===== src/rtl/envelope_pkg.sv =====
// Shared widths, types and default shift constants for the envelope channel scheduler.
package envelope_pkg;

   localparam int SAMPLE_W = 24;
   localparam int ACC_W    = 32;
   localparam int LEVEL_W  = 6;

   localparam int IN_SHIFT_DEF     = 8;
   localparam int DECAY_SHIFT_DEF  = 10;
   localparam int SCALE_SHIFT_DEF  = 18;
   localparam int SMOOTH_SHIFT_DEF = 3;

   typedef logic signed [SAMPLE_W-1:0] sample_t;
   typedef logic [ACC_W-1:0]           acc_t;
   typedef logic [LEVEL_W-1:0]         level_t;

   function automatic int ch_width(input int n);
      return (n < 2) ? 1 : $clog2(n);
   endfunction

   // |-2^23| is representable as the unsigned magnitude 0x800000.
   function automatic acc_t abs_scaled(input sample_t s, input int shift);
      logic [SAMPLE_W-1:0] mag;
      mag = s[SAMPLE_W-1] ? $unsigned(-s) : $unsigned(s);
      return ACC_W'(mag >> shift);
   endfunction

endpackage


===== src/rtl/envelope_channel_scheduler_if.sv =====
// Sample handshake and level output bundle; names follow the scheduler's point of view.
interface envelope_channel_scheduler_if
   import envelope_pkg::*;
#(
   parameter int NUM_CH = 4
);

   localparam int CH_W = ch_width(NUM_CH);

   logic [NUM_CH-1:0]          sample_valid_i;
   logic [NUM_CH*SAMPLE_W-1:0] sample_i;
   logic [NUM_CH-1:0]          sample_ready_o;
   logic [NUM_CH*LEVEL_W-1:0]  level_o;
   logic                       level_valid_o;
   logic [CH_W-1:0]            level_ch_o;

   modport master (
      output sample_valid_i,
      output sample_i,
      input  sample_ready_o,
      input  level_o,
      input  level_valid_o,
      input  level_ch_o
   );

   modport slave (
      input  sample_valid_i,
      input  sample_i,
      output sample_ready_o,
      output level_o,
      output level_valid_o,
      output level_ch_o
   );

endinterface


===== src/rtl/envelope_rr_arbiter.sv =====
// Round-robin arbiter with a per-requester mask; searches ptr+1, ptr+2, ... modulo N.
module envelope_rr_arbiter #(
   parameter int N     = 4,
   parameter int IDX_W = 2
) (
   input  logic [N-1:0]     req_i,
   input  logic [N-1:0]     mask_i,
   input  logic [IDX_W-1:0] ptr_i,
   output logic [N-1:0]     gnt_o,
   output logic [IDX_W-1:0] idx_o,
   output logic             valid_o
);

   always_comb begin
      logic [IDX_W-1:0] c;
      c       = '0;
      gnt_o   = '0;
      idx_o   = '0;
      valid_o = 1'b0;
      for (int off = 1; off <= N; off++) begin
         c = IDX_W'((int'(ptr_i) + off) % N);
         if (!valid_o && req_i[c] && !mask_i[c]) begin
            valid_o  = 1'b1;
            gnt_o[c] = 1'b1;
            idx_o    = c;
         end
      end
   end

endmodule


===== src/rtl/envelope_channel_scheduler.sv =====
// Shares one envelope/level update datapath across NUM_CH channels via a round-robin
// grant followed by a single update stage.
module envelope_channel_scheduler
   import envelope_pkg::*;
#(
   parameter int NUM_CH       = 4,
   parameter int IN_SHIFT     = IN_SHIFT_DEF,
   parameter int DECAY_SHIFT  = DECAY_SHIFT_DEF,
   parameter int SCALE_SHIFT  = SCALE_SHIFT_DEF,
   parameter int SMOOTH_SHIFT = SMOOTH_SHIFT_DEF
) (
   input  logic                         clk_i,
   input  logic                         rst_ni,
   input  logic                         enable_i,
   input  logic                         clear_i,
   envelope_channel_scheduler_if.slave  bus
);

   localparam int CH_W = ch_width(NUM_CH);

   logic [NUM_CH-1:0] req;
   logic [NUM_CH-1:0] mask;
   logic [NUM_CH-1:0] gnt;
   logic [CH_W-1:0]   gnt_idx;
   logic              xfer;
   sample_t           sample_sel;

   logic [CH_W-1:0]   ptr_q, ptr_d;
   logic              s1_valid_q, s1_valid_d;
   logic [CH_W-1:0]   s1_ch_q, s1_ch_d;
   acc_t              s1_abs_q, s1_abs_d;
   logic              level_valid_q, level_valid_d;
   logic [CH_W-1:0]   level_ch_q, level_ch_d;

   acc_t              acc_q   [NUM_CH];
   level_t            level_q [NUM_CH];

   acc_t              acc_old, acc_new, lvl_wide;
   level_t            lvl_raw, lvl_old, lvl_new;

   // The channel sitting in the update stage is masked so its accumulator is never
   // read before the pending write lands.
   assign req = bus.sample_valid_i & {NUM_CH{enable_i & ~clear_i}};

   always_comb begin
      mask = '0;
      if (s1_valid_q) mask[s1_ch_q] = 1'b1;
   end

   envelope_rr_arbiter #(
      .N     (NUM_CH),
      .IDX_W (CH_W)
   ) u_arb (
      .req_i   (req),
      .mask_i  (mask),
      .ptr_i   (ptr_q),
      .gnt_o   (gnt),
      .idx_o   (gnt_idx),
      .valid_o (xfer)
   );

   assign bus.sample_ready_o = gnt;
   assign sample_sel         = bus.sample_i[gnt_idx*SAMPLE_W +: SAMPLE_W];

   always_comb begin
      ptr_d         = ptr_q;
      s1_ch_d       = s1_ch_q;
      s1_abs_d      = s1_abs_q;
      s1_valid_d    = xfer;
      level_valid_d = s1_valid_q;
      level_ch_d    = level_ch_q;
      if (xfer) begin
         ptr_d    = gnt_idx;
         s1_ch_d  = gnt_idx;
         s1_abs_d = abs_scaled(sample_sel, IN_SHIFT);
      end
      if (s1_valid_q) level_ch_d = s1_ch_q;
   end

   // Level is derived from the accumulator value before this update.
   always_comb begin
      acc_old  = acc_q[s1_ch_q];
      acc_new  = acc_old - (acc_old >> DECAY_SHIFT) + s1_abs_q;
      lvl_wide = acc_old >> SCALE_SHIFT;
      lvl_raw  = (|lvl_wide[ACC_W-1:LEVEL_W]) ? '1 : lvl_wide[LEVEL_W-1:0];
      lvl_old  = level_q[s1_ch_q];
      lvl_new  = lvl_old - (lvl_old >> SMOOTH_SHIFT) + (lvl_raw >> SMOOTH_SHIFT);
   end

   always_ff @(posedge clk_i or negedge rst_ni) begin
      if (!rst_ni) begin
         ptr_q         <= CH_W'(NUM_CH - 1);
         s1_valid_q    <= 1'b0;
         s1_ch_q       <= '0;
         s1_abs_q      <= '0;
         level_valid_q <= 1'b0;
         level_ch_q    <= '0;
         for (int c = 0; c < NUM_CH; c++) begin
            acc_q[c]   <= '0;
            level_q[c] <= '0;
         end
      end else if (clear_i) begin
         s1_valid_q    <= 1'b0;
         level_valid_q <= 1'b0;
         for (int c = 0; c < NUM_CH; c++) begin
            acc_q[c]   <= '0;
            level_q[c] <= '0;
         end
      end else begin
         ptr_q         <= ptr_d;
         s1_valid_q    <= s1_valid_d;
         s1_ch_q       <= s1_ch_d;
         s1_abs_q      <= s1_abs_d;
         level_valid_q <= level_valid_d;
         level_ch_q    <= level_ch_d;
         if (s1_valid_q) begin
            acc_q[s1_ch_q]   <= acc_new;
            level_q[s1_ch_q] <= lvl_new;
         end
      end
   end

   for (genvar c = 0; c < NUM_CH; c++) begin : g_level
      assign bus.level_o[c*LEVEL_W +: LEVEL_W] = level_q[c];
   end

   assign bus.level_valid_o = level_valid_q;
   assign bus.level_ch_o    = level_ch_q;

endmodule


===== src/flat_wrapper.sv =====
// flat-port wrapper written by rule: the top's interface ports become plain ports
module envelope_channel_scheduler_flat import envelope_pkg::*;
#(
   parameter int NUM_CH       = 4,
   parameter int IN_SHIFT     = IN_SHIFT_DEF,
   parameter int DECAY_SHIFT  = DECAY_SHIFT_DEF,
   parameter int SCALE_SHIFT  = SCALE_SHIFT_DEF,
   parameter int SMOOTH_SHIFT = SMOOTH_SHIFT_DEF
)
  (clk_i, rst_ni, enable_i, clear_i, bus_sample_valid_i, bus_sample_i, bus_sample_ready_o, bus_level_o, bus_level_valid_o, bus_level_ch_o);
  envelope_channel_scheduler_if #(.NUM_CH(NUM_CH)) bus_i ();
  input  logic clk_i;
  input  logic rst_ni;
  input  logic enable_i;
  input  logic clear_i;
  input wire logic [$bits(bus_i.sample_valid_i)-1:0] bus_sample_valid_i;
  input wire logic [$bits(bus_i.sample_i)-1:0] bus_sample_i;
  output wire logic [$bits(bus_i.sample_ready_o)-1:0] bus_sample_ready_o;
  output wire logic [$bits(bus_i.level_o)-1:0] bus_level_o;
  output wire logic [$bits(bus_i.level_valid_o)-1:0] bus_level_valid_o;
  output wire logic [$bits(bus_i.level_ch_o)-1:0] bus_level_ch_o;
  assign bus_i.sample_valid_i = bus_sample_valid_i;
  assign bus_i.sample_i = bus_sample_i;
  assign bus_sample_ready_o = bus_i.sample_ready_o;
  assign bus_level_o = bus_i.level_o;
  assign bus_level_valid_o = bus_i.level_valid_o;
  assign bus_level_ch_o = bus_i.level_ch_o;
  envelope_channel_scheduler #(.NUM_CH(NUM_CH), .IN_SHIFT(IN_SHIFT), .DECAY_SHIFT(DECAY_SHIFT), .SCALE_SHIFT(SCALE_SHIFT), .SMOOTH_SHIFT(SMOOTH_SHIFT)) u_core (.clk_i(clk_i), .rst_ni(rst_ni), .enable_i(enable_i), .clear_i(clear_i), .bus(bus_i));
endmodule

===== config.mk =====
export PLATFORM = sky130hd
export DESIGN_NAME = envelope_channel_scheduler_flat
export DESIGN_NICKNAME = d
export VERILOG_FILES = /design/src/rtl/envelope_pkg.sv /design/src/rtl/envelope_channel_scheduler_if.sv /design/src/rtl/envelope_rr_arbiter.sv /design/src/rtl/envelope_channel_scheduler.sv /design/src/flat_wrapper.sv
export SDC_FILE = /design/constraint.sdc
export NUM_CORES = 1
export LEC_CHECK = 0
export ABC_CLOCK_PERIOD_IN_PS = 5360
export CAP_MARGIN = 20
export CORE_MARGIN = 3
export CORE_UTILIZATION = 59
export CTS_BUF_LIST = sky130_fd_sc_hd__clkbuf_4 sky130_fd_sc_hd__clkbuf_8 sky130_fd_sc_hd__clkbuf_16
export DETAILED_ROUTE_END_ITERATION = 16
export DONT_BUFFER_PORTS = 1
export HOLD_SLACK_MARGIN = 0.12
export MAX_ROUTING_LAYER = met4
export PLACE_DENSITY = 0.78
export SLEW_MARGIN = 10
export SYNTH_ARGS = -nofsm -noshare
export SYNTH_HDL_FRONTEND = slang
export SYNTH_SLANG_ARGS = --single-unit

===== constraint.sdc =====
create_clock -name clk_i -period 5.36 [get_ports clk_i]
set_input_delay 0.804 -clock clk_i [delete_from_list [all_inputs] [get_ports clk_i]]
set_output_delay 0.804 -clock clk_i [all_outputs]
set_load 0.1 [all_outputs]

### Word level (Yosys, flattened, before mapping)

Index checks and enable logic that the tools add are counted.

| word-level totals | value |
|---|---|
| output and inout bits | 31 |
| bits of input ports | 104 |
| word-level logic and storage cells | 127 |
| bits in registers | 176 |

| operators by class | value |
|---|---|
| multipliers | 1 |
| bitwise gates (word level) | 7 |
| reductions and logical operators | 24 |
| $add $sub $neg | 9 |
| shift operators | 1 |
| muxes and demuxes | 59 |
| magnitude comparators | 12 |

Operator list:

| cell | count |
|---|---|
| $mux W128 | 2 |
| $bwmux W128 | 1 |
| $mux W32 | 3 |
| $shiftx A96 B8 Y24 | 1 |
| $mux W24 | 3 |
| $bmux W32 S2 | 1 |
| $demux W32 S2 | 1 |
| $add A32 B16 Y32 | 1 |
| $sub A32 B22 Y32 | 1 |
| $bwmux W24 | 1 |
| $mux W6 | 4 |
| $neg A24 Y24 | 1 |
| $mux W4 | 5 |
| $mux W1 | 19 |
| $bmux W1 S2 | 8 |
| $lt A2 B3 Y1 const B | 5 |
| $logic_and A1 B1 Y1 | 13 |
| $bmux W6 S2 | 1 |
| $demux W6 S2 | 1 |
| $or A4 B4 Y4 | 3 |
| $demux W1 S2 | 5 |
| $ge A2 B1 Y1 const B | 5 |
| $mux W2 | 4 |
| $reduce_or A8 Y1 | 1 |
| other kinds (14) | 23 |

### Longest topological paths before layout

Gate-level depths: netlist of the first run.

| logic depth | value |
|---|---|
| word-level depth | 26 |
| gate-level depth with buffers | 19 |
| depth with buffers taken out | 16 |

### Modules after synthesis

From an unflattened synthesis of the first run, not the netlist that was laid out.

| second synthesis, totals | value |
|---|---|
| cell total of the unflattened synthesis | 1098 |
| area total of the unflattened synthesis | 11546.1 um^2 |

Modules (own cells, without submodules):

| module | area each (um^2) | times used | cells each |
|---|---|---|---|
| envelope_channel_scheduler | 11025.6 | 1 | 1037 |
| envelope_rr_arbiter | 520.5 | 1 | 61 |

### Least setup slack after synthesis of the first run

Ideal clock, no wire load.

| timing | value |
|---|---|
| path kind | register to register |
| from | register u_core.s1_ch_q[0] |
| to | register u_core.acc_q[126] in the netlist's numbering |
| setup slack | 121 ps |
| data required time | 5239 ps |
| arrival time | 5118 ps |
| cell stages (with the launch flop) | 19 |
| setup time | 121 ps |
| cell sequence | dfrtp_1 > buf_6 > clkbuf_1 > buf_1 > mux4_2 > fa_1 > inv_1 > fa_1 > a21o_1 > a21oi_1 > o21ai_0 > a21oi_1 > o21ai_0 > a2111o_1 > a41o_1 > a41oi_1 > a221oi_1 > xor2_1 > a22o_1 |

| between the ends | value |
|---|---|
| cells in the longest elaborated chain, start to end | 9 |
| elaborated cells between the ends (all ways) | 14 |
| those cells by class | add/sub: 2; order compare: 2; mux: 8; bitwise: 1; reduce/logical: 1 |

RTL lines:

| what | line | source |
|---|---|---|
| start: declaration | envelope_channel_scheduler.sv:30 | `logic [CH_W-1:0] s1_ch_q, s1_ch_d;` |
| start signal: assignment | envelope_channel_scheduler.sv:112 | `s1_ch_q <= s1_ch_d;` |
| $not A2 Y3 (not written as such) (*) | envelope_channel_scheduler.sv:82, envelope_channel_scheduler.sv:117 |  |
| $bmux W32 S2 | envelope_channel_scheduler.sv:82 | `acc_old = acc_q[s1_ch_q];` |
| $mux W32 (not written as such) (2 in a row) | envelope_channel_scheduler.sv:82 |  |
| $sub A32 B22 Y32 | envelope_channel_scheduler.sv:83 | `acc_new = acc_old - (acc_old >> DECAY_SHIFT) + s1_abs_q;` |
| $add A32 B16 Y32 | envelope_channel_scheduler.sv:83 |  |
| $bwmux W128 (*) | envelope_channel_scheduler.sv:117 | `acc_q[s1_ch_q] <= acc_new;` |
| $mux W128 (*) | envelope_channel_scheduler.sv:116 | `if (s1_valid_q) begin` |
| $mux W128 (*) | envelope_channel_scheduler.sv:102 | `end else if (clear_i) begin` |
| end signal: indexed assignment | envelope_channel_scheduler.sv:117 |  |
| end: declaration | envelope_channel_scheduler.sv:35 | `acc_t acc_q [NUM_CH];` |

Mark *: on every way between the ends. The rest lies on a longest branch, timed or not. The select of a mux whose other input is x is not followed.
A chain may end at the register's enable or synchronous reset.

### Final worst setup path of the first run

| timing | value |
|---|---|
| from | register u_core.s1_ch_q[0] |
| to | register u_core.acc_q[63] in the netlist's numbering |

Same word-level chain as after synthesis.

==> results.py, run 1 <==
metrics = {
    "finish": {
        "drive_gt1_frac": 0.127,
        "final_nets": 1201,
        "antennaDiodeCount": 0,
        "area_used_by_sequential_logic_in_the_layout_mm2": 0.00441,
        "final_util": 0.660,
        "layout.filler_cells": 1373,
        "areaGrowthSynthToFinish_pct": 8.33,
        "multi_input_comb_area_mm2": 0.00614,
    },
    "logic_synthesis": {
        "post_synth_instance_area_mm2": 0.0111,
        "async_flop_share": 1.00,
        "synth.yosys.seq_area_share": 0.396,
        "yosys_warnings": 0,
        "synthesis.instances": 1041,
        "avgSynthCellArea_um2": 10.7,
        "synth_edf_count": 0,
        "synth_area_leaders": "dfrtp_1 (39%), a22o_1 (11%), mux4_2 (8.7%)",
        "netlist.top_cell.by_area": "dfrtp_1",
        "primary_ff_master_synth": "dfrtp_1",
        "netlist-cell-type-count": 77,
        "netlist.area_leader.share": 0.391,
        "postSynthRegisterBits": 176,
        "synth_most_common_cell": "dfrtp_1",
        "synth_top_cells_by_count": "dfrtp_1 (174), a22o_1 (136), inv_1 (97)",
        "synth.net_count": 1216,
    },
    "run_status": {
        "outcome": "completed",
    },
    "sta": {
        "holdWs_ps": 200,
        "max_clock_freq_mhz": 202,
        "skew_ps": 12.6,
        "finalWorstPathRequiredPeriod_ps": 4950,
        "post_route_fraction_of_the_period_consumed_by_the_critical_path": 0.924,
        "finalHoldViolations": 0,
        "setup_repair_after_global_routing_missed_its_margin": "false",
        "final-max-slew-violation-count": 0,
        "worstMarginPinSlew_ps": 1130,
        "maxSlewHeadroom": 0.246,
        "finalSetupViolCount": 0,
        "post_route_setup_tns_ps": 0,
    },
    "clock_network": {
        "tritoncts": "built",
        "cts.reportedPaths.clkPinSlew_ps": 70,
        "cts_buffers": 17,
        "insertion_delay_ps": 440,
        "cts_htree_levels": 4,
        "clock_sink_count": 176,
        "cts.root.buffer_cell": "clkbuf_16",
        "ctsLongestPathBuffers": 2,
    },
    "run": {
        "max_cap_viol_count": 0,
    },
    "grt": {
        "wire_length_of_the_first_global_routing_pass_um": 44300,
        "grtUsageMet2": 0.447,
        "pin_count_of_the_biggest_net_entering_global_routing": 175,
        "gr-max-usage-layer": "met2",
        "grt_antenna_before_repair": 0,
        "grt_pass1_vias": 8427,
        "globalRouteMet3Util": 0.0532,
        "global_route.usage.met1": 0.376,
        "globalRouteOverflowTotal": 0,
        "gr-usage-all-layers": 0.283,
    },
    "detailed_routing": {
        "ant_nets": 0,
        "wl_per_cell_um": 21.4,
        "routed_wl_um": 27100,
        "vias": 8336,
        "drt-vias-per-instance": 6.57,
        "drc": 0,
        "detail_route.first_pass.iterations": 5,
        "drt_first_iter_violations": 697,
    },
    "setup_path": {
        "setup.worst_path.end_class": "flop",
        "critPathLaunchType": "flop",
        "path_class": "flop to flop",
        "critical_path_peak_fanout": 35,
        "worst_r2r_path_depth": 17,
        "cp.required_ps": 5740,
        "r2r_setup_slack_ps": 410,
        "critPathArrivalTime_ps": 5330,
    },
    "placement": {
        "placement.io_buffers": 0,
        "estimated_wirelength_of_the_detail_placed_design_um": 18300,
        "gp_routability_congestion": 0.982,
    },
    "die": {
        "core_area_mm2": 0.0183,
        "die-area_mm2": 0.0206,
        "rows": 49,
        "floorplan.initialDensity": 0.610,
        "fp.dieW_um": 143,
        "num_io_pins": 135,
        "dieHeight_um": 143,
    },
    "min_path": {
        "timing.hold.worst.class": "input port to async pin",
    },
}
-- metrics by stage --
stage	cells	setup slack [ps]	instance area, um^2
after floorplan	1041	121	11100
after global placement	1233	432	11400
after detailed placement	1233	382	11400
after CTS	1266	339	12000
after global routing	1268	33.9	12100
final	1268	407	12100
-- cell families after synthesis --
logic type / count (synthesis) / share of synthesized area
simple gates: 214 / 0.0929
compound gates: 309 / 0.212
flops: 176 / 0.396
xor+xnor: 47 / 0.0370
fa+ha+maj: 71 / 0.0926
mux: 70 / 0.113
buf+inv: 154 / 0.0573
-- worst max-delay path, cell delays in order, from the launching register on --
cell,delay [ps]
dfrtp_4,590
buf_12,280
mux4_2,540
inv_1,80
fa_1,400
inv_1,110
ha_1,250
a21o_1,160
a21oi_1,280
o21bai_1,120
a21boi_0,250
o21ai_0,220
a32o_1,330
a311oi_1,520
a21oi_1,130
nor2_1,150
xor2_1,280
a22o_1,190
-- registers in the layout, indices dropped and copies added, names as in the netlist --
register,count
u_core.s1_ch_q,2
u_core.bus.level_ch_o,2
u_core.s1_abs_q,16
u_core.ptr_q,2
u_core.bus.level_o,24
u_core.bus.level_valid_o,1
u_core.acc_q,128
u_core.level_valid_d,1
-- path summary, 6_finish.rpt --
check,start,endpoint
worst max-delay path,u_core.s1_ch_q[0],u_core.acc_q[63]
worst min-delay path,rst_ni,u_core.ptr_q[0]
worst max register to register,u_core.s1_ch_q[0],u_core.acc_q[63]
worst min register to register,u_core.acc_q[90],u_core.acc_q[90]
max in group asynchronous,rst_ni,u_core.s1_ch_q[0]
min in group clk_i,u_core.acc_q[90],u_core.acc_q[90]
-- what timing repair did --
item	4_1_cts	5_1_grt
hold endpoints to repair	174	0
endpoints found under the setup margin	0	4
resized for setup	0	1
buffers inserted	0	0
hold buffers	1	0
-- cells in the final DEF (no fill, tap or decap), drive strengths merged, types with 15 or more instances in the layout --
cell	n
buf	22
xor2	17
fa	19
xnor2	30
o21ai	50
a22o	136
dfrtp	174
clkbuf	17
a21oi	36
mux4	43
nand2	83
inv	104
mux2i	20
ha	52
nor2	49
nand3	15
-- routing by layer --
layer  vias to the layer above  part of all wire
met5                         -                 0
met4                         0             0.019
met3                        45             0.069
met2                       347              0.48
met1                      4140              0.43
li1                       3804                 -
-- final cells by class --
class                           count  area share
Clock inverter                     15      0.0159
Multi-Input combinational cell    711       0.509
Sequential cell                   176       0.366
Timing Repair Buffer               22      0.0197
Inverter                           98      0.0305
Tap cell                          229      0.0238
Clock buffer                       17      0.0353
Power of run 1 is not shown: default switching activity piles up to over one toggle a cycle in this logic, so the estimate is an artifact.
==> inputs of run 2 (changes only) <==
--- a/config.mk
+++ b/config.mk
@@ -5,16 +5,16 @@
 export SDC_FILE = /design/constraint.sdc
 export NUM_CORES = 1
 export LEC_CHECK = 0
-export ABC_CLOCK_PERIOD_IN_PS = 5360
+export ABC_CLOCK_PERIOD_IN_PS = 5740
 export CAP_MARGIN = 20
 export CORE_MARGIN = 3
-export CORE_UTILIZATION = 59
+export CORE_UTILIZATION = 55
 export CTS_BUF_LIST = sky130_fd_sc_hd__clkbuf_4 sky130_fd_sc_hd__clkbuf_8 sky130_fd_sc_hd__clkbuf_16
 export DETAILED_ROUTE_END_ITERATION = 16
 export DONT_BUFFER_PORTS = 1
 export HOLD_SLACK_MARGIN = 0.12
 export MAX_ROUTING_LAYER = met4
-export PLACE_DENSITY = 0.78
+export PLACE_DENSITY = 0.7
 export SLEW_MARGIN = 10
 export SYNTH_ARGS = -nofsm -noshare
 export SYNTH_HDL_FRONTEND = slang
==> constraint.sdc (replaced) <==
create_clock -name clk_i -period 5.74 [get_ports clk_i]
set_input_delay 0.861 -clock clk_i [delete_from_list [all_inputs] [get_ports clk_i]]
set_output_delay 0.861 -clock clk_i [all_outputs]
set_load 0.1 [all_outputs]
==> run 2 against run 1 <==
Die area grew 7.0%. Clock skew decreased by 0.92 ps. Cell count is 2.3% higher. First-iteration DRC count is 5.9% higher. Worst hold slack better by 61 ps. Non-clock buffer count shrank 7. Sequential cell count is the same. Setup slack improved by 150 ps. Maximum frequency fell by 4.4%. Wire length up 4.6%.
==> results.py, run 2 (synthesis gave the netlist of run 1 again) <==
metrics = {
    "run_status": {
        "outcome": "completed",
    },
    "grt": {
        "globalRouteOverflowTotal": 0,
        "pin_count_of_the_biggest_net_entering_global_routing": 166,
        "wire_length_of_the_first_global_routing_pass_um": 46200,
        "grt_antenna_before_repair": 0,
        "gr-usage-all-layers": 0.272,
        "grt_pass1_vias": 8671,
    },
    "detailed_routing": {
        "drt_first_iter_violations": 738,
        "total_length_of_routed_met2_wires_um": 13900,
        "routed_wl_um": 28400,
        "wl_met1_um": 12300,
        "detail_route.first_pass.iterations": 5,
        "vias": 8405,
        "ant_nets": 0,
        "highest-signal-layer": "met4",
        "met3_wirelength_from_detailed_routing_um": 1810,
        "wl_per_cell_um": 21.9,
        "drc": 0,
        "drt-vias-per-instance": 6.48,
    },
    "finish": {
        "areaGrowthSynthToFinish_pct": 7.84,
        "multi_input_comb_area_mm2": 0.00614,
        "final_nets": 1194,
        "mostFrequentLayoutCell": "dfrtp_1",
        "drive_gt1_frac": 0.120,
        "fin_area_mm2": 0.0120,
        "antennaDiodeCount": 0,
        "largest_reg_flops": 128,
        "area_used_by_sequential_logic_in_the_layout_mm2": 0.00441,
        "max_flop_register": "u_core.acc_q",
        "layout.filler_cells": 1637,
        "commonest_non_fill_non_tap_cells_in_the_layout": "dfrtp_1 (172), a22o_1 (136), inv_1 (97)",
    },
    "sta": {
        "final-max-slew-violation-count": 0,
        "max_clock_freq_mhz": 193,
        "worstMarginPinSlew_ps": 1090,
        "finalWorstPathRequiredPeriod_ps": 5180,
        "setup_repair_after_global_routing_missed_its_margin": "false",
        "post_route_setup_tns_ps": 0,
        "finalHoldViolations": 0,
        "post_route_fraction_of_the_period_consumed_by_the_critical_path": 0.903,
        "finalSetupViolCount": 0,
        "skew_ps": 11.7,
        "maxSlewHeadroom": 0.271,
    },
    "setup_path": {
        "critPathArrivalTime_ps": 5500,
        "cp.required_ps": 6060,
        "critical_path.slowest_cell": "dfrtp_4",
        "critical_path.max_stage_delay_ps": 730,
        "timing.critical_path.cells": "buf_4 -> mux4_2 -> fa_1 -> inv_1 -> ha_1 -> a21o_1 -> a21o_1 -> a21o_1 -> a21oi_1 -> nor2_1 -> a2111o_1 -> a41o_1 -> a41oi_1 -> nor2b_1 -> xnor2_1 -> a22o_1",
        "path_class": "flop to flop",
        "critical_path_peak_fanout": 23,
        "critPathLaunchType": "flop",
        "critical-path-top-cell-by-count": "a21o_1",
        "r2r_setup_slack_ps": 560,
        "setup.worst_path.end_class": "flop",
    },
    "clock_network": {
        "tritoncts": "built",
        "cts_hold_buffers": 2,
        "clock_sink_count": 176,
        "insertion_delay_ps": 440,
        "cts_repair_resize_count": 0,
        "cts.reportedPaths.clkPinSlew_ps": 70,
        "cts.root.buffer_cell": "clkbuf_16",
        "cts_htree_levels": 4,
        "cts_post_setup_buffers_inserted": 0,
        "ctsLongestPathBuffers": 2,
        "cts_buffers": 17,
    },
    "run": {
        "max_cap_viol_count": 0,
    },
    "placement": {
        "estimated_wirelength_of_the_detail_placed_design_um": 19200,
        "detailed_place.area_mm2": 0.0113,
        "placement.io_buffers": 0,
        "gp_routability_congestion": 0.898,
    },
    "die": {
        "rows": 51,
        "floorplan.initialDensity": 0.567,
        "num_io_pins": 135,
        "fp.dieW_um": 148,
        "die-area_mm2": 0.0220,
        "dieHeight_um": 148,
        "core_area_mm2": 0.0197,
    },
    "min_path": {
        "timing.hold.worst.class": "input port to async pin",
    },
}
==> run 2: cell types whose count changed in the layout (fill, tap and decap cells not counted) <==
cell	change
inv_6	+1
dlygate4sd3_1	+1
clkbuf_8	+1
clkinvlp_4	+2
inv_8	-2
buf_16	-1
clkinv_4	-1
clkinv_2	+2
buf_6	+1
buf_4	-8
clkinv_8	-3
==> run 2: path summary, 6_finish.rpt <==
check,start,endpoint,depth (start not counted)
setup / recovery,u_core.s1_ch_q[0],u_core.acc_q[124],16
hold / removal,rst_ni,u_core.ptr_q[1],0
setup reg to reg,u_core.s1_ch_q[0],u_core.acc_q[124],16
hold reg to reg,u_core.s1_abs_q[11],u_core.s1_abs_q[11],2
max in group asynchronous,rst_ni,u_core.acc_q[112],1
min in group clk_i,u_core.s1_abs_q[11],u_core.s1_abs_q[11],2
==> run 2: cell type report <==
type,count,area share
Sequential cell,176,0.367
Tap cell,265,0.0276
Multi-Input combinational cell,711,0.511
Clock buffer,18,0.0366
Clock inverter,14,0.0121
Timing Repair Buffer,15,0.0143
Inverter,98,0.0306
==> run 2: through the flow <==
stage	setup WS, ps	util	hold WS [ps]	instances
after detailed placement	592	0.576	467	1260
after floorplan	501	-	443	1041
final	559	0.611	262	1297
after global placement	694	0.576	457	1260
after CTS	554	0.608	246	1294
after global routing	240	0.611	240	1297
==> run 2: metal layers <==
metal / track usage / vias up
met4: 0.0624 / 0
li1: - / 3782
met3: 0.0484 / 43
met5: - / -
met1: 0.364 / 4228
met2: 0.439 / 352
==> run 2: critical path, delay by kind of cell, from the launching register on <==
kind,cells,cell delay (ps)
AOI/OAI and AO/OA,8,1980
adders and majority gates,2,880
xor gates and xnor gates,1,140
buffers and inverters,2,440
and+or+nand+nor,2,260
DFF,1,730
muxes,1,600
Power of run 2 is left out for the same reason.
==> inputs of run 3 (changes only) <==
--- a/config.mk
+++ b/config.mk
@@ -9,7 +9,7 @@
 export CAP_MARGIN = 20
 export CORE_MARGIN = 3
 export CORE_UTILIZATION = 55
-export CTS_BUF_LIST = sky130_fd_sc_hd__clkbuf_4 sky130_fd_sc_hd__clkbuf_8 sky130_fd_sc_hd__clkbuf_16
+export CTS_BUF_LIST = sky130_fd_sc_hd__clkbuf_16
 export DETAILED_ROUTE_END_ITERATION = 16
 export DONT_BUFFER_PORTS = 1
 export HOLD_SLACK_MARGIN = 0.12
==> run 3 against run 2 <==
Register-to-register slack barely moved. Wire length fell by 0.21%. Cell count unchanged. Clock skew is 1.5 ps higher. Sequential share of layout area about the same. Utilization decreased by 0.051 points. Sequential cell count stayed put. Clock-buffer cell count decreased by 1. Non-clock buffer count unchanged.
==> results.py, run 3 (synthesis gave the netlist of run 1 again) <==
metrics = {
    "die": {
        "floorplan.initialDensity": 0.567,
        "num_io_pins": 135,
        "rows": 51,
        "fp.dieW_um": 148,
        "dieHeight_um": 148,
        "die-area_mm2": 0.0220,
        "core_area_mm2": 0.0197,
    },
    "clock_network": {
        "cts_buffers": 17,
        "cts.root.buffer_cell": "clkbuf_16",
        "clock_sink_count": 176,
        "cts_hold_buffers": 2,
        "insertion_delay_ps": 440,
        "cts_repair_resize_count": 0,
        "cts_post_setup_buffers_inserted": 0,
        "cts.reportedPaths.clkPinSlew_ps": 70,
        "tritoncts": "built",
        "cts_htree_levels": 4,
        "ctsLongestPathBuffers": 2,
    },
    "detailed_routing": {
        "drt_first_iter_violations": 707,
        "wl_per_cell_um": 21.8,
        "vias": 8391,
        "routed_wl_um": 28300,
        "drc": 0,
        "drt-vias-per-instance": 6.47,
        "detail_route.first_pass.iterations": 6,
        "ant_nets": 0,
    },
    "finish": {
        "commonest_non_fill_non_tap_cells_in_the_layout": "dfrtp_1 (172), a22o_1 (136), inv_1 (97)",
        "multi_input_comb_area_mm2": 0.00614,
        "area_used_by_sequential_logic_in_the_layout_mm2": 0.00441,
        "layout.filler_cells": 1640,
        "drive_gt1_frac": 0.119,
        "final_nets": 1194,
        "max_flop_register": "u_core.acc_q",
        "final_cell_count_no_fill": 1297,
        "largest_reg_flops": 128,
        "final_util": 0.611,
        "mostFrequentLayoutCell": "dfrtp_1",
        "antennaDiodeCount": 0,
        "areaGrowthSynthToFinish_pct": 7.75,
    },
    "setup_path": {
        "setup.worst_path.end_class": "flop",
        "timing.critical_path.cells": "buf_4 -> mux4_2 -> fa_1 -> inv_1 -> ha_1 -> a21o_1 -> a21o_1 -> a21o_1 -> a21oi_1 -> nor2_1 -> a2111o_1 -> a41o_1 -> a41oi_1 -> nor2b_1 -> xnor2_1 -> a22o_1",
        "critical_path_peak_fanout": 23,
        "timing.rr.end": "u_core.acc_q[124]",
        "crit_path_start": "u_core.s1_ch_q[0]",
        "cp.required_ps": 6060,
        "worstPathBufferInverterCount": 2,
        "critPathArrivalTime_ps": 5510,
        "critical-path-top-cell-by-count": "a21o_1",
        "r2r-start": "u_core.s1_ch_q[0]",
        "worst_r2r_path_depth": 16,
        "path_delay_family": "compound AO/OA/AOI/OAI gates",
        "cp.depth": 16,
        "capturing_instance_or_port_of_the_critical_path": "u_core.acc_q[124]",
        "critical_path.max_stage_delay_ps": 720,
        "r2r_setup_slack_ps": 560,
        "path_class": "flop to flop",
        "critPathLaunchType": "flop",
        "critical_path.slowest_cell": "dfrtp_4",
    },
    "sta": {
        "final-max-slew-violation-count": 0,
        "finalHoldViolations": 0,
        "finalSetupViolCount": 0,
        "setup_repair_after_global_routing_missed_its_margin": "false",
        "post_route_setup_tns_ps": 0,
        "finalWorstPathRequiredPeriod_ps": 5180,
        "post_route_fraction_of_the_period_consumed_by_the_critical_path": 0.903,
        "max_clock_freq_mhz": 193,
        "worstMarginPinSlew_ps": 1100,
        "skew_ps": 13.2,
        "maxSlewHeadroom": 0.263,
    },
    "grt": {
        "pin_count_of_the_biggest_net_entering_global_routing": 166,
        "gr-usage-all-layers": 0.272,
        "grt_pass1_vias": 8679,
        "grt_antenna_before_repair": 0,
        "wire_length_of_the_first_global_routing_pass_um": 46200,
        "globalRouteOverflowTotal": 0,
    },
    "placement": {
        "placement.io_buffers": 0,
        "place_inst": 1260,
        "estimated_wirelength_of_the_detail_placed_design_um": 19200,
        "gp_routability_congestion": 0.898,
    },
    "run": {
        "max_cap_viol_count": 0,
    },
    "run_status": {
        "outcome": "completed",
    },
    "min_path": {
        "timing.hold.worst.class": "input port to async pin",
    },
}
[run 3: cell count changes in the layout (fill, tap and decap cells not counted), sizes merged]
| cell | before | now |
|---|---|---|
| clkbuf | 18 | 17 |
| clkinv | 5 | 6 |
[run 3: worst min-delay path by stage]
stage	from	end	depth (start not counted)
2_1_floorplan	u_core.s1_abs_q[15]	u_core.s1_abs_q[15]	2
3_3_place_gp	u_core.acc_q[29]	u_core.acc_q[29]	2
3_5_place_dp	u_core.acc_q[26]	u_core.acc_q[26]	2
4_1_cts	rst_ni	u_core.ptr_q[1]	0
5_1_grt	rst_ni	u_core.ptr_q[0]	0
6_report	rst_ni	u_core.ptr_q[1]	0
[run 3: layout make-up]
| type | count | area share |
|---|---|---|
| clock buffer | 17 | 0.0355 |
| clock inverter | 15 | 0.0124 |
| inverter | 98 | 0.0307 |
| multi-input combinational | 711 | 0.512 |
| sequential | 176 | 0.368 |
| tap | 265 | 0.0276 |
| timing repair buffer | 15 | 0.0143 |
[run 3: metal layers]
layer	part of all wire	vias up	wire length (um)	global-route usage
met4	0.016	0	463	0.0651
met3	0.062	46	1760	0.0484
met5	0	-	0	-
li1	-	3779	-	-
met2	0.49	343	13900	0.438
met1	0.43	4223	12300	0.365
[run 3: stage by stage]
| step | hold WS, ps | worst slack [ps] | cell area, um^2 |
|---|---|---|---|
| final | 261 | 557 | 12000 |
| after global routing | 240 | 240 | 12000 |
| after global placement | 457 | 694 | 11300 |
| after CTS | 246 | 554 | 11900 |
| after detailed placement | 467 | 592 | 11300 |
| after floorplan | 443 | 501 | 11100 |
Power of run 3 is left out for the same reason.
